$ cat src/rtl/timestamp_latch_sched.sv
// Latches the free-running ns counter on fval edges, trigger rises and register loads.
// One shared latch port per clk; waiting requests are age-compensated, trigger stamps are queued.
module timestamp_latch_sched #(
  parameter int CLK_PERIOD_NS   = 25,
  parameter int LONG_REG_WD     = 64,
  parameter int TRIG_FIFO_DEPTH = 4
) (
  input  logic                   clk,
  input  logic                   reset_n,
  input  logic [LONG_REG_WD-1:0] iv_timestamp_cnt,
  input  logic                   i_fval,
  input  logic                   i_trig,
  input  logic                   i_timestamp_load,
  input  logic                   i_trig_rd,
  input  logic                   i_err_clr,
  output logic [LONG_REG_WD-1:0] ov_timestamp_u3,
  output logic [LONG_REG_WD-1:0] ov_timestamp_reg,
  output logic [LONG_REG_WD-1:0] ov_timestamp_trig,
  output logic                   o_trig_empty,
  output logic                   o_trig_ovf,
  output logic [2:0]             ov_req_lost
);

  localparam int AW = $clog2(TRIG_FIFO_DEPTH);
  localparam logic [LONG_REG_WD-1:0] C_ONE_CLK = LONG_REG_WD'(CLK_PERIOD_NS);
  localparam logic [LONG_REG_WD-1:0] C_TWO_CLK = LONG_REG_WD'(2 * CLK_PERIOD_NS);
  localparam logic [AW:0]            C_DEPTH   = (AW+1)'(TRIG_FIFO_DEPTH);

  // Source index order is {reg, trig, fval}, matching ov_req_lost.
  logic [2:0]             r_fvalSr;
  logic [2:0]             r_trigSr;
  logic                   r_loadD;
  logic [2:0]             r_pend;
  logic [2:0][1:0]        r_age;
  logic [2:0]             w_newEdge;
  logic [2:0]             w_req;
  logic [2:0]             w_grant;
  logic [2:0]             w_lostSet;
  logic [1:0]             w_grantAge;
  logic [LONG_REG_WD-1:0] w_ageOff;
  logic [LONG_REG_WD-1:0] w_latchVal;

  logic [LONG_REG_WD-1:0] r_fifoMem [TRIG_FIFO_DEPTH];
  logic [AW-1:0]          r_wrPtr;
  logic [AW-1:0]          r_rdPtr;
  logic [AW:0]            r_count;
  logic                   r_ovf;
  logic [2:0]             r_lost;
  logic                   w_full;
  logic                   w_empty;
  logic                   w_pop;
  logic                   w_push;
  logic                   w_ovfSet;

  always_ff @(posedge clk or negedge reset_n) begin
    if (!reset_n) begin
      r_fvalSr <= '0;
      r_trigSr <= '0;
      r_loadD  <= 1'b0;
    end else begin
      r_fvalSr <= {r_fvalSr[1:0], i_fval};
      r_trigSr <= {r_trigSr[1:0], i_trig};
      r_loadD  <= i_timestamp_load;
    end
  end

  always_comb begin
    w_newEdge[0] = r_fvalSr[2] ^ r_fvalSr[1];
    w_newEdge[1] = ~r_trigSr[2] & r_trigSr[1];
    w_newEdge[2] = i_timestamp_load & ~r_loadD;
    w_req        = r_pend | w_newEdge;
    w_lostSet    = r_pend & w_newEdge;
    w_grant      = 3'b000;
    if (w_req[0])      w_grant[0] = 1'b1;
    else if (w_req[1]) w_grant[1] = 1'b1;
    else if (w_req[2]) w_grant[2] = 1'b1;
    // A fresh edge granted immediately has age 0; only waiting requests are compensated.
    w_grantAge = 2'd0;
    for (int i = 0; i < 3; i++) begin
      if (w_grant[i] && r_pend[i]) w_grantAge = r_age[i];
    end
    case (w_grantAge)
      2'd1:    w_ageOff = C_ONE_CLK;
      2'd2:    w_ageOff = C_TWO_CLK;
      default: w_ageOff = '0;
    endcase
    w_latchVal = iv_timestamp_cnt - w_ageOff;
  end

  always_ff @(posedge clk or negedge reset_n) begin
    if (!reset_n) begin
      r_pend <= '0;
      r_age  <= '0;
    end else begin
      for (int i = 0; i < 3; i++) begin
        if (w_grant[i]) begin
          r_pend[i] <= 1'b0;
          r_age[i]  <= 2'd0;
        end else if (r_pend[i]) begin
          if (r_age[i] != 2'd2) r_age[i] <= r_age[i] + 2'd1;
        end else if (w_newEdge[i]) begin
          r_pend[i] <= 1'b1;
          r_age[i]  <= 2'd1;
        end
      end
    end
  end

  always_ff @(posedge clk or negedge reset_n) begin
    if (!reset_n) begin
      ov_timestamp_u3  <= '0;
      ov_timestamp_reg <= '0;
    end else begin
      if (w_grant[0]) ov_timestamp_u3  <= w_latchVal;
      if (w_grant[2]) ov_timestamp_reg <= w_latchVal;
    end
  end

  // A pop in the same cycle frees the slot, so a push into a full FIFO still lands.
  always_comb begin
    w_full   = (r_count == C_DEPTH);
    w_empty  = (r_count == '0);
    w_pop    = i_trig_rd & ~w_empty;
    w_push   = w_grant[1] & (~w_full | w_pop);
    w_ovfSet = w_grant[1] & w_full & ~w_pop;
  end

  always_ff @(posedge clk) begin
    if (w_push) r_fifoMem[r_wrPtr] <= w_latchVal;
  end

  always_ff @(posedge clk or negedge reset_n) begin
    if (!reset_n) begin
      r_wrPtr <= '0;
      r_rdPtr <= '0;
      r_count <= '0;
      r_ovf   <= 1'b0;
      r_lost  <= '0;
    end else begin
      if (w_push) r_wrPtr <= r_wrPtr + 1'b1;
      if (w_pop)  r_rdPtr <= r_rdPtr + 1'b1;
      case ({w_push, w_pop})
        2'b10:   r_count <= r_count + 1'b1;
        2'b01:   r_count <= r_count - 1'b1;
        default: r_count <= r_count;
      endcase
      r_ovf  <= (r_ovf & ~i_err_clr) | w_ovfSet;
      r_lost <= (r_lost & ~{3{i_err_clr}}) | w_lostSet;
    end
  end

  assign ov_timestamp_trig = w_empty ? '0 : r_fifoMem[r_rdPtr];
  assign o_trig_empty      = w_empty;
  assign o_trig_ovf        = r_ovf;
  assign ov_req_lost       = r_lost;

endmodule

$ cat config.mk
export PLATFORM = sky130hd
export DESIGN_NAME = timestamp_latch_sched
export DESIGN_NICKNAME = d
export VERILOG_FILES = /design/src/rtl/timestamp_latch_sched.sv
export SDC_FILE = /design/constraint.sdc
export NUM_CORES = 1
export LEC_CHECK = 0
export BUFFER_PORTS_ARGS = -buffer_cell sky130_fd_sc_hd__buf_2
export CAP_MARGIN = 20
export CORE_MARGIN = 2
export CORE_UTILIZATION = 40
export DETAILED_ROUTE_END_ITERATION = 12
export PLACE_DENSITY = 0.71
export SYNTH_ARGS = -nofsm -noshare
export SYNTH_HDL_FRONTEND = slang
export SYNTH_SLANG_ARGS = --single-unit
$ cat constraint.sdc
create_clock -name clk -period 8.2 [get_ports clk]
set_input_delay 1.64 -clock clk [delete_from_list [all_inputs] [get_ports clk]]
set_output_delay 1.64 -clock clk [all_outputs]
set_load 0.05 [all_outputs]
==> key figures, run 1 <==
Critical path
  • Critical-path cell list: buf_4, mux4_2, nor2b_1, buf_2
  • Req. time, crit path: about 6600 ps
  • Worst setup path class: reg -> out
  • CP max FO: 38
  • Critical path launch point type: register
  • CP max stage delay: a little over 800 ps
  • Arr. time, crit path: about 3200 ps
  • CP max-delay cell: dfrtp_4
  • CP Capture Type: output port

Detailed routing
  • Drc violations: 0
  • Met2 WL: roughly 21000 µm
  • Initial drt markers: around 930
  • Final wirelength: 43700 µm
  • Routed vias: 10900
  • Drt first pass iters: 5
  • Vias per std cell: 5.30
  • WL met3: about 3200 µm
  • M1 WL: 18400 µm
  • Antenna-violating nets left: 0
  • Avg WL per Cell: approximately 21 µm
  • Top sig layer: met5

STA
  • Clock skew: between 10 and 15 ps
  • Min Clock Period, post-route: around 4800 ps
  • Worst setup margin: 3360 ps
  • Fin. Hold Viols: 0
  • Slew HR: 0.286
  • Fin. max-slew vios: 0
  • Fmax achieved: just over 200 MHz
  • Final setup fails: 0
  • Setup tns final: 0 ps
  • Unrepaired setup endpoints after global routing: no
  • Post-route clock period utilization: 0.590
  • Worst Tran Pin Value: 1070 ps
  • Hold slack: between 300 and 400 ps

Synthesis
  • Compound-Gate Fraction of Synth Area: 0.0491
  • Synthesized area per cell: approximately 14 µm²
  • Netlist cell types: slightly below 60
  • Synth warn: 0
  • Synth Area in Adders: 0.0126
  • Seq/Total Area, Yosys: 0.673
  • Post-synth EDFFs: ~260
  • Ys async rst share: 0.373
  • Synthesis-stage register bit count: 408
  • Syn nets: roughly 1300
  • Largest family of logic cells by synthesized area: simple AND/OR/NAND/NOR gates
  • Synth Area in XOR/XNOR: 0.0343
  • Simple-gate area share of the yosys netlist: 0.117
  • Mux cell area share after synthesis: 0.0850
  • Synth Instances: 1211
  • Netlist Area Pre-Place: 0.0171 mm²
  • Synth Flop Type: edfxtp_1

Cells and area
  • Util after Layout: 0.485
  • Fill cell count: 3651
  • Nets: 1567
  • Share of post-route cells with drive strength above 1: 0.285
  • Post-route design area: 0.0204 mm²
  • Non-Filler Instances: 2055
  • Number of flip-flops in the largest register: between 200 and 300
  • Area grow syn2layout: 19.4%

Die
  • Die width: 211 µm
  • Die Ht: approximately 210 µm
  • Number of I/O pins: about 270
  • Die ar.: 0.0444 mm²
  • Core area: 0.0420 mm²
  • Site row count: 75
  • Initial cell density of the core: 0.406

Power and ir drop
  • PwrDens: 380 mW/mm²
  • VDD IR max: around 0.25 mV
  • Leakage: approximately 7.9 nW
  • Pwr Total: just under 8 mW

GRT
  • Total GRT Usage: 0.197
  • Pin count of the biggest net entering global routing: between 80 and 90
  • Overflow after GRT: 0
  • First-pass GRT wire length: ~66000 µm
  • Initial antenna violation count: 6
  • Vias in the first global route: between 10000 and 15000

Clock tree
  • Root Driver: clkbuf_16
  • Htree depth: 2
  • Resized Gates After CTS: 0
  • CTS Sinks: 408
  • CTS Hold Bufs: 0
  • Number of setup buffers added after CTS: 0
  • Skew-Pair Late Insertion Delay: 550 ps
  • CTS tree: done
  • CTS Buf Count: 43
  • Clock buffer depth: 3
  • Clock transition at path regs: 60 ps

Placement
  • DP HPWL: 29400 µm
  • PortBufs: ~270
  • DP Cell Count: slightly below 2000
  • DP Worst Slack: between 3000 and 4000 ps
  • GP Congestion: 0.827
  • Cell Area, Placed: between 0.015 and 0.02 mm²

Outcome
  • Outcome: finished, final reports clean

Run
  • Max Cap Viol: 0

Min path
  • Hold Path Class: reg -> reg
==> final cells by class <==
cell class	count	area [µm²]	area share
multi-input cells	672	5120	0.251
inverters	77	289	0.0142
flip-flops and latches	408	11500	0.564
repair buffers	278	1430	0.0699
clock buffers	63	1220	0.0600
clock inverters	16	153	0.00749
well taps	539	674	0.0331
diodes	2	5.00	0.000245
==> layer usage <==
layer | vias up | GRT usage
met1 | 5518 | 0.262
met4 | 8 | 0.0607
met5 | - | 0
li1 | 4916 | -
met2 | 376 | 0.324
met3 | 72 | 0.0449
==> report_power, final <==
group / switching (mW) / internal [mW]
registers: 0.271 / 2.53
clock network: 0.779 / 1.13
logic: 2.21 / 0.825
==> critical path: cells and delay by family (launching register included) <==
kind                   cells  cell delay (ps)
buffers and inverters      2              980
DFF                        1              830
muxes                      1              590
and+or+nand+nor            1              170
==> synthesized netlist by cell type, types with 2 or more instances <==
cell type,number,area (µm²)
buf_1,15,56.3
o21ai_0,51,255
nand3b_1,2,15.0
edfxtp_1,256,7690
fa_1,2,40.0
and3_1,4,25.0
a21o_1,2,15.0
clkbuf_1,34,128
nand2_1,93,349
or4_1,12,90.1
xnor2_1,36,315
mux4_2,64,1440
nand2b_1,4,25.0
o21a_1,2,15.0
nor2_1,88,330
nand3_1,18,90.1
nor4_1,12,75.1
and2_1,7,43.8
nor3_2,5,50.1
nand4_1,7,43.8
or3_4,2,22.5
nor4_2,2,25.0
nor2b_1,68,425
o21ai_1,21,105
ha_1,14,175
xor2_1,29,254
buf_2,3,15.0
nand3_2,2,20.0
nor3_1,23,115
a31oi_1,7,43.8
a32o_1,2,20.0
nor4_4,4,85.1
inv_1,77,289
or3_1,7,43.8
dfrtp_1,152,3800
a21oi_1,62,310
==> kinds of logic after synthesis <==
group           Yosys count
flops                   408
compound gates          155
buf+inv                 131
xor+xnor                 66
simple gates            370
fa+ha+maj                16
mux                      65
==> worst paths after layout <==
| path | end | startpoint | cells past startpoint | slack [ps] |
|---|---|---|---|---|
| worst min register to register | r_fvalSr[1]$_DFF_PN0_ | r_fvalSr[0]$_DFF_PN0_ | 0 | 350 |
| worst min-delay path | r_fvalSr[1]$_DFF_PN0_ | r_fvalSr[0]$_DFF_PN0_ | 0 | 350 |
| min in group asynchronous | ov_timestamp_reg[7]$_DFFE_PN0P_ | reset_n | 1 | 1170 |
| worst max register to register | r_fifoMem[1][63]$_DFFE_PP_ | r_trigSr[1]$_DFF_PN0_ | 13 | 3490 |
| max in group asynchronous | ov_timestamp_reg[31]$_DFFE_PN0P_ | reset_n | 2 | 5520 |
| worst max-delay path | ov_timestamp_trig[37] | r_rdPtr[0]$_DFFE_PN0P_ | 4 | 3360 |
==> layout by cell type, fill, tap and decap left out, drive strengths merged, types with 9 or more instances in the layout <==
| cell type | netlist | routed |
|---|---|---|
| a21oi | 62 | 62 |
| nor2 | 88 | 88 |
| clkinv | 0 | 12 |
| nand3 | 21 | 21 |
| o21ai | 72 | 72 |
| nor3 | 28 | 28 |
| dfrtp | 152 | 152 |
| buf | 20 | 278 |
| nor4 | 18 | 18 |
| xor2 | 29 | 29 |
| or4 | 13 | 13 |
| inv | 77 | 78 |
| xnor2 | 37 | 37 |
| nand2 | 93 | 93 |
| edfxtp | 256 | 256 |
| ha | 14 | 14 |
| clkbuf | 34 | 63 |
| mux4 | 64 | 64 |
| or3 | 9 | 9 |
| nor2b | 68 | 68 |
Power figures use the tool's default switching activity.
==> run 2: changes to the inputs <==
- PLACE_DENSITY: 0.71 -> 0.73
- clock period: 8.2 -> 4.1 ns (I/O delays scaled with it)
==> run 2 against run 1 <==
Register-to-register slack lost 3200 ps. Die area unchanged. Final area is 1.7% higher. Critical endpoint is now r_fifoMem[0][59]$_DFFE_PP_. Highest routed layer unchanged.
==> key figures, run 2 (same netlist as run 1, synthesis figures left out) <==
Cells and area
  • Commonest non-fill, non-tap cells in the layout: buf_2, edfxtp_1, dfrtp_1
  • Register Area: 0.0115 mm² (unchanged)
  • Fill cell count: 3628 (-0.63%)
  • Number of flip-flops in the largest register: 256 (unchanged)
  • Multi-input gate area: 0.00514 mm² (+0.49%)
  • Area grow syn2layout: 21.3%
  • Share of post-route cells with drive strength above 1: 0.300 (+0.0151)
  • Nets: 1581 (+0.89%)
  • Commonest non-fill, non-tap cell in the layout: buf_2

GRT
  • Pin count of the biggest net entering global routing: 83 (-2.4%)
  • Total GRT Usage: 0.198 (+0.00151)
  • Overflow after GRT: 0 (unchanged)
  • Vias in the first global route: 11100 (+0.61%)
  • Initial antenna violation count: 7 (+1)
  • First-pass GRT wire length: 66100 µm (+0.67%)

Critical path
  • Register-to-Register Path Depth: 14 (+1)
  • Crit path to: r_fifoMem[0][59]$_DFFE_PP_
  • Reg-to-Reg End: r_fifoMem[0][59]$_DFFE_PP_
  • Setup slack, reg-to-reg: 320 ps (-3170 ps)
  • Critical R2R Launch: r_trigSr[1]$_DFF_PN0_
  • Worst setup path class: reg -> reg
  • Arr. time, crit path: 4060 ps (+860 ps)
  • Req. time, crit path: 4380 ps (-2180 ps)
  • CP max FO: 18 (-53%)
  • Worst Setup SP: r_trigSr[1]$_DFF_PN0_
  • Critical path launch point type: register
  • CP Capture Type: register

Power and ir drop
  • VDD IR max: 0.545 mV (+120%)
  • Leakage: 8.08 nW (+2.0%)
  • Pwr Total: 15.7 mW (+100%)
  • PwrDens: 759 mW/mm² (+100%)

STA
  • Post-route clock period utilization: 0.922
  • Slew HR: 0.369 (+0.0829)
  • Final setup fails: 0 (unchanged)
  • Clock skew: 20.5 ps (+7.93 ps)
  • Min Clock Period, post-route: 3780 ps
  • Fmax achieved: around 260 MHz
  • Hold slack: 308 ps (-46.1 ps)
  • Worst Tran Pin Value: 947 ps (-124 ps)
  • Fin. Hold Viols: 0 (unchanged)
  • Fin. max-slew vios: 0 (unchanged)
  • Unrepaired setup endpoints after global routing: no
  • Setup tns final: 0 ps (unchanged)

Detailed routing
  • Avg WL per Cell: 21.3 µm (about the same)
  • Drt first pass iters: 5 (unchanged)
  • Initial drt markers: 897 (-4.0%)
  • Final wirelength: 44100 µm (+0.79%)
  • Vias per std cell: 5.27 (-0.58%)
  • Routed vias: 10900 (+0.29%)
  • Drc violations: 0 (unchanged)
  • Antenna-violating nets left: 0 (unchanged)

Clock tree
  • CTS Sinks: 408 (unchanged)
  • Htree depth: 2 (unchanged)
  • Skew-Pair Late Insertion Delay: 550 ps (about the same)
  • Clock transition at path regs: 60 ps (about the same)
  • Clock buffer depth: 3 (unchanged)
  • CTS Buf Count: 43 (unchanged)
  • Root Driver: clkbuf_16
  • CTS Hold Bufs: 0 (unchanged)
  • CTS tree: done

Die
  • Core area: 0.0420 mm² (unchanged)
  • Die width: 211 µm (unchanged)
  • Die ar.: 0.0444 mm² (unchanged)
  • Die Ht: 211 µm (unchanged)
  • Site row count: 75 (unchanged)
  • Number of I/O pins: 268 (unchanged)
  • Initial cell density of the core: 0.406 (unchanged)

Run
  • Max Cap Viol: 0 (unchanged)

Placement
  • PortBufs: 267 (unchanged)
  • DP HPWL: 30000 µm (+2.0%)
  • GP Congestion: 0.832 (+0.59%)

Outcome
  • Outcome: finished, final reports clean

Min path
  • Hold Path Class: in -> async
[run 2: cell count changes in the layout (fill, tap and decap cells not counted), sizes merged]
cell,change
clkinvlp,+2
diode,+4
buf,+14
bufinv,+1
clkinv,-3
[run 2: report_power, final]
part | switching, mW | internal, mW
Sequential | 0.357 | 5.06
Combinational | 4.62 | 1.69
Clock | 1.57 | 2.43
Total | 6.54 | 9.18
[run 2: worst min-delay path by stage]
stage,to,start
floorplan,r_fvalSr[1]$_DFF_PN0_,r_fvalSr[0]$_DFF_PN0_
global placement,r_trigSr[1]$_DFF_PN0_,r_trigSr[0]$_DFF_PN0_
detailed placement,r_trigSr[1]$_DFF_PN0_,r_trigSr[0]$_DFF_PN0_
CTS,ov_timestamp_reg[8]$_DFFE_PN0P_,reset_n
global route,ov_timestamp_reg[8]$_DFFE_PN0P_,reset_n
finish,ov_timestamp_reg[8]$_DFFE_PN0P_,reset_n
[run 2: final cells by class]
| cell class | instances | area share |
|---|---|---|
| Sequential cell | 408 | 0.555 |
| Tap cell | 539 | 0.0325 |
| Inverter | 77 | 0.0139 |
| Clock buffer | 63 | 0.0621 |
| Clock inverter | 16 | 0.00906 |
| Antenna cell | 6 | 0.000724 |
| Multi-Input combinational cell | 672 | 0.248 |
| Timing Repair Buffer | 292 | 0.0787 |
[run 2: layer usage]
| layer | wire length [µm] | global-route usage | vias to the layer above |
|---|---|---|---|
| li1 | - | - | 4953 |
| met1 | 18600 | 0.260 | 5509 |
| met2 | 21300 | 0.329 | 379 |
| met3 | 2840 | 0.0406 | 79 |
| met4 | 1340 | 0.0729 | 2 |
| met5 | 13 | 0 | - |
[run 2: repair_timing]
action | in CTS | in global routing
setup buffers | 0 | 0
gates resized for setup | 0 | 5
endpoints found under the setup margin | 0 | 73
[run 2: stage by stage]
stage	setup slack, ps	utilization	area [µm²]	cells
final	320	0.493	20700	2073
after CTS	87.1	0.492	20700	2067
after global placement	221	0.457	19200	1988
after detailed placement	114	0.457	19200	1988
after floorplan	401	-	17100	1211
after global routing	42.1	0.493	20700	2073
[run 2: worst max-delay path: stages, from the launching register on]
cell     delay, ps
dfrtp_1        370
nor2b_1        140
nor2_1         200
nand3_1        110
a21oi_1        190
ha_1           220
inv_1           90
ha_1           230
or4_4          560
nor3_1         240
and3_1         190
buf_4          260
nand4_1        180
xor2_1         360
inv_1          140
==> run 3: changes to the inputs <==
- ABC_AREA: default -> 1
==> run 3 against run 2 <==
Sequential cell count did not move. Critical path type unchanged. Largest cell class unchanged. Clock skew fell by 7.3 ps. Wire length rose by 26%. Highest routed layer unchanged. Clock power fell by 5%. Utilization fell by 1.2 points. Non-clock buffer count did not move. Critical endpoint is now r_fifoMem[1][62]$_DFFE_PP_.
==> key figures, run 3 <==
Clock tree
  • Clock transition at path regs: 60 ps (about the same)
  • Htree depth: 2 (unchanged)
  • Number of setup buffers added after CTS: 0 (unchanged)
  • CTS Sinks: 408 (unchanged)
  • Root Driver: clkbuf_16
  • CTS tree: done
  • Clock buffer depth: 3 (unchanged)
  • CTS Hold Bufs: 0 (unchanged)
  • Resized Gates After CTS: 0 (unchanged)
  • CTS Buf Count: 42 (-2.3%)
  • Skew-Pair Late Insertion Delay: 560 ps (about the same)

Power and ir drop
  • PwrDens: 734 mW/mm² (-3.2%)
  • VDD IR max: 0.526 mV (-3.5%)
  • Leakage: 9.31 nW (+15%)

Placement
  • DP HPWL: 37200 µm (+24%)
  • GP Congestion: 0.894 (+7.4%)
  • PortBufs: 267 (unchanged)

Cells and area
  • Area grow syn2layout: 19.5%
  • Util after Layout: 0.481 (-0.0118)
  • Fill cell count: 4198 (+16%)
  • Nets: 2232 (+41%)
  • Register Area: 0.0115 mm² (about the same)
  • Commonest non-fill, non-tap cell in the layout: nand2_1
  • Multi-input gate area: 0.00609 mm² (+18%)
  • Share of post-route cells with drive strength above 1: 0.196 (-0.105)
  • Number of flip-flops in the largest register: 256 (unchanged)
  • Commonest non-fill, non-tap cells in the layout: nand2_1, nor2_1, buf_2

Synthesis
  • Synthesized area per cell: 9.65 µm² (-32%)
  • Post-synth top cells: nand2_1, nor2_1, edfxtp_1
  • Post-synth EDFFs: 256 (unchanged)
  • Syn nets: 1973 (+52%)
  • Synth top area cells: edfxtp_1, dfrtp_1, nand2_1
  • Seq/Total Area, Yosys: 0.631 (-0.0413)
  • Ys async rst share: 0.373 (unchanged)
  • Synth Instances: 1886 (+56%)
  • Netlist Area Pre-Place: 0.0182 mm² (+6.5%)
  • Synthesis-stage register bit count: 408 (unchanged)
  • Most frequent cell after synthesis: nand2_1
  • Leading area contributor after synthesis: edfxtp_1
  • Netlist cell types: 44 (-24%)
  • Synth Flop Type: edfxtp_1
  • Synth warn: 0 (unchanged)
  • Synth top area share: 0.422 (-0.0276)

Critical path
  • CP top delay family: simple AND/OR/NAND/NOR gates
  • Req. time, crit path: 4400 ps (+20 ps)
  • Critical-path cell list: or2_2, nand2_2, buf_4, inv_2, nand3_1, o21ai_0, inv_1, ha_1, ha_1, fa_1, nor2_1, nand2_1, nand2_2, nand2_4, nand3_2, nor2_1, nand3_1, and2_1
  • Worst setup path class: reg -> reg
  • CP Capture Type: register
  • CP max FO: 33 (+15)
  • Register-to-Register Path Depth: 18 (+4)
  • Critical R2R Launch: r_fvalSr[2]$_DFF_PN0_
  • CP max-delay cell: buf_4
  • CP max stage delay: 440 ps (-120 ps)
  • Worst Setup SP: r_fvalSr[2]$_DFF_PN0_
  • Setup slack, reg-to-reg: 330 ps (about the same)
  • Critical path launch point type: register
  • Arr. time, crit path: 4070 ps (about the same)
  • Reg-to-Reg End: r_fifoMem[1][62]$_DFFE_PP_
  • WP buf/inv: 3 (unchanged)

STA
  • Setup tns final: 0 ps (unchanged)
  • Final setup fails: 0 (unchanged)
  • Worst Tran Pin Value: 942 ps (-4.77 ps)
  • Clock skew: 13.2 ps (-7.27 ps)
  • Post-route clock period utilization: 0.919 (-0.00287)
  • Fin. Hold Viols: 0 (unchanged)
  • Slew HR: 0.372 (+0.00318)
  • Unrepaired setup endpoints after global routing: no
  • Fin. max-slew vios: 0 (unchanged)
  • Fmax achieved: 265 MHz (+0.31%)
  • Min Clock Period, post-route: 3770 ps (-11.8 ps)

Die
  • Core area: 0.0452 mm² (+7.5%)
  • Die ar.: 0.0472 mm² (+6.4%)
  • Site row count: 78 (+4.0%)
  • Number of I/O pins: 268 (unchanged)
  • Die width: 217 µm (+3.2%)
  • Die Ht: 217 µm (+3.2%)
  • Initial cell density of the core: 0.403 (-0.00356)

GRT
  • Vias in the first global route: 13800 (+24%)
  • Pin count of the biggest net entering global routing: 131 (+58%)
  • First-pass GRT wire length: 82300 µm (+25%)
  • Initial antenna violation count: 29 (+22)
  • Overflow after GRT: 0 (unchanged)
  • Total GRT Usage: 0.232 (+0.0336)

Detailed routing
  • Avg WL per Cell: 19.9 µm (-6.6%)
  • Vias per std cell: 5.10 (-3.3%)
  • Initial drt markers: 1307 (+46%)
  • Final wirelength: 55600 µm (+26%)
  • Antenna-violating nets left: 0 (unchanged)
  • Routed vias: 14300 (+31%)
  • Drt first pass iters: 5 (unchanged)
  • Drc violations: 0 (unchanged)

Outcome
  • Outcome: finished, final reports clean

Min path
  • Hold Path Class: in -> async

Run
  • Max Cap Viol: 0 (unchanged)
==> run 3: routing by layer <==
metal / share of wire / up-vias / GRT usage
met5: 0.0020 / - / 0
met4: 0.027 / 16 / 0.0870
met3: 0.081 / 106 / 0.0541
met2: 0.48 / 576 / 0.376
met1: 0.41 / 6875 / 0.304
li1: - / 6696 / -
==> run 3: layout make-up <==
type / count / share of cell area
inverter: 90 / 0.0156
sequential: 408 / 0.529
tap: 600 / 0.0345
antenna: 21 / 0.00242
timing repair buffer: 292 / 0.0750
clock buffer: 63 / 0.0582
clock inverter: 15 / 0.00570
multi-input combinational: 1311 / 0.280
==> run 3: cells by family after synthesis <==
logic type,share of synthesized area
adders and majority gates,0.0118
and+or+nand+nor,0.229
xor gates and xnor gates,0.0270
AOI/OAI and AO/OA,0.0646
DFF,0.631
buffers and inverters,0.0361
==> run 3: how the worst max path moves through the flow <==
stage / slack, ps / cells after the start / endpoint
floorplan: -190 / 4 / r_fifoMem[0][0]$_DFFE_PP_
global placement: 240 / 19 / r_fifoMem[2][56]$_DFFE_PP_
detailed placement: 210 / 19 / r_fifoMem[2][56]$_DFFE_PP_
CTS: 310 / 15 / r_fifoMem[2][56]$_DFFE_PP_
global route: 30 / 20 / ov_timestamp_reg[18]$_DFFE_PN0P_
finish: 330 / 18 / r_fifoMem[1][62]$_DFFE_PP_
==> run 3: per-stage QoR <==
step	std cells	setup slack [ps]	power, mW	instance area [µm²]	hold WS, ps
floorplan	1886	-195	10.3	18200	331
global placement	2701	239	12.1	20300	336
detailed placement	2701	211	12.2	20300	339
CTS	2779	307	16.1	21700	248
global route	2794	31.4	16.7	21700	266
finish	2800	331	16.0	21700	232
==> run 3: where the power goes <==
group          switching (mW)  internal (mW)
clock network            1.56           2.26
registers               0.245           4.98
logic                    5.46           1.46
total                    7.26           8.70
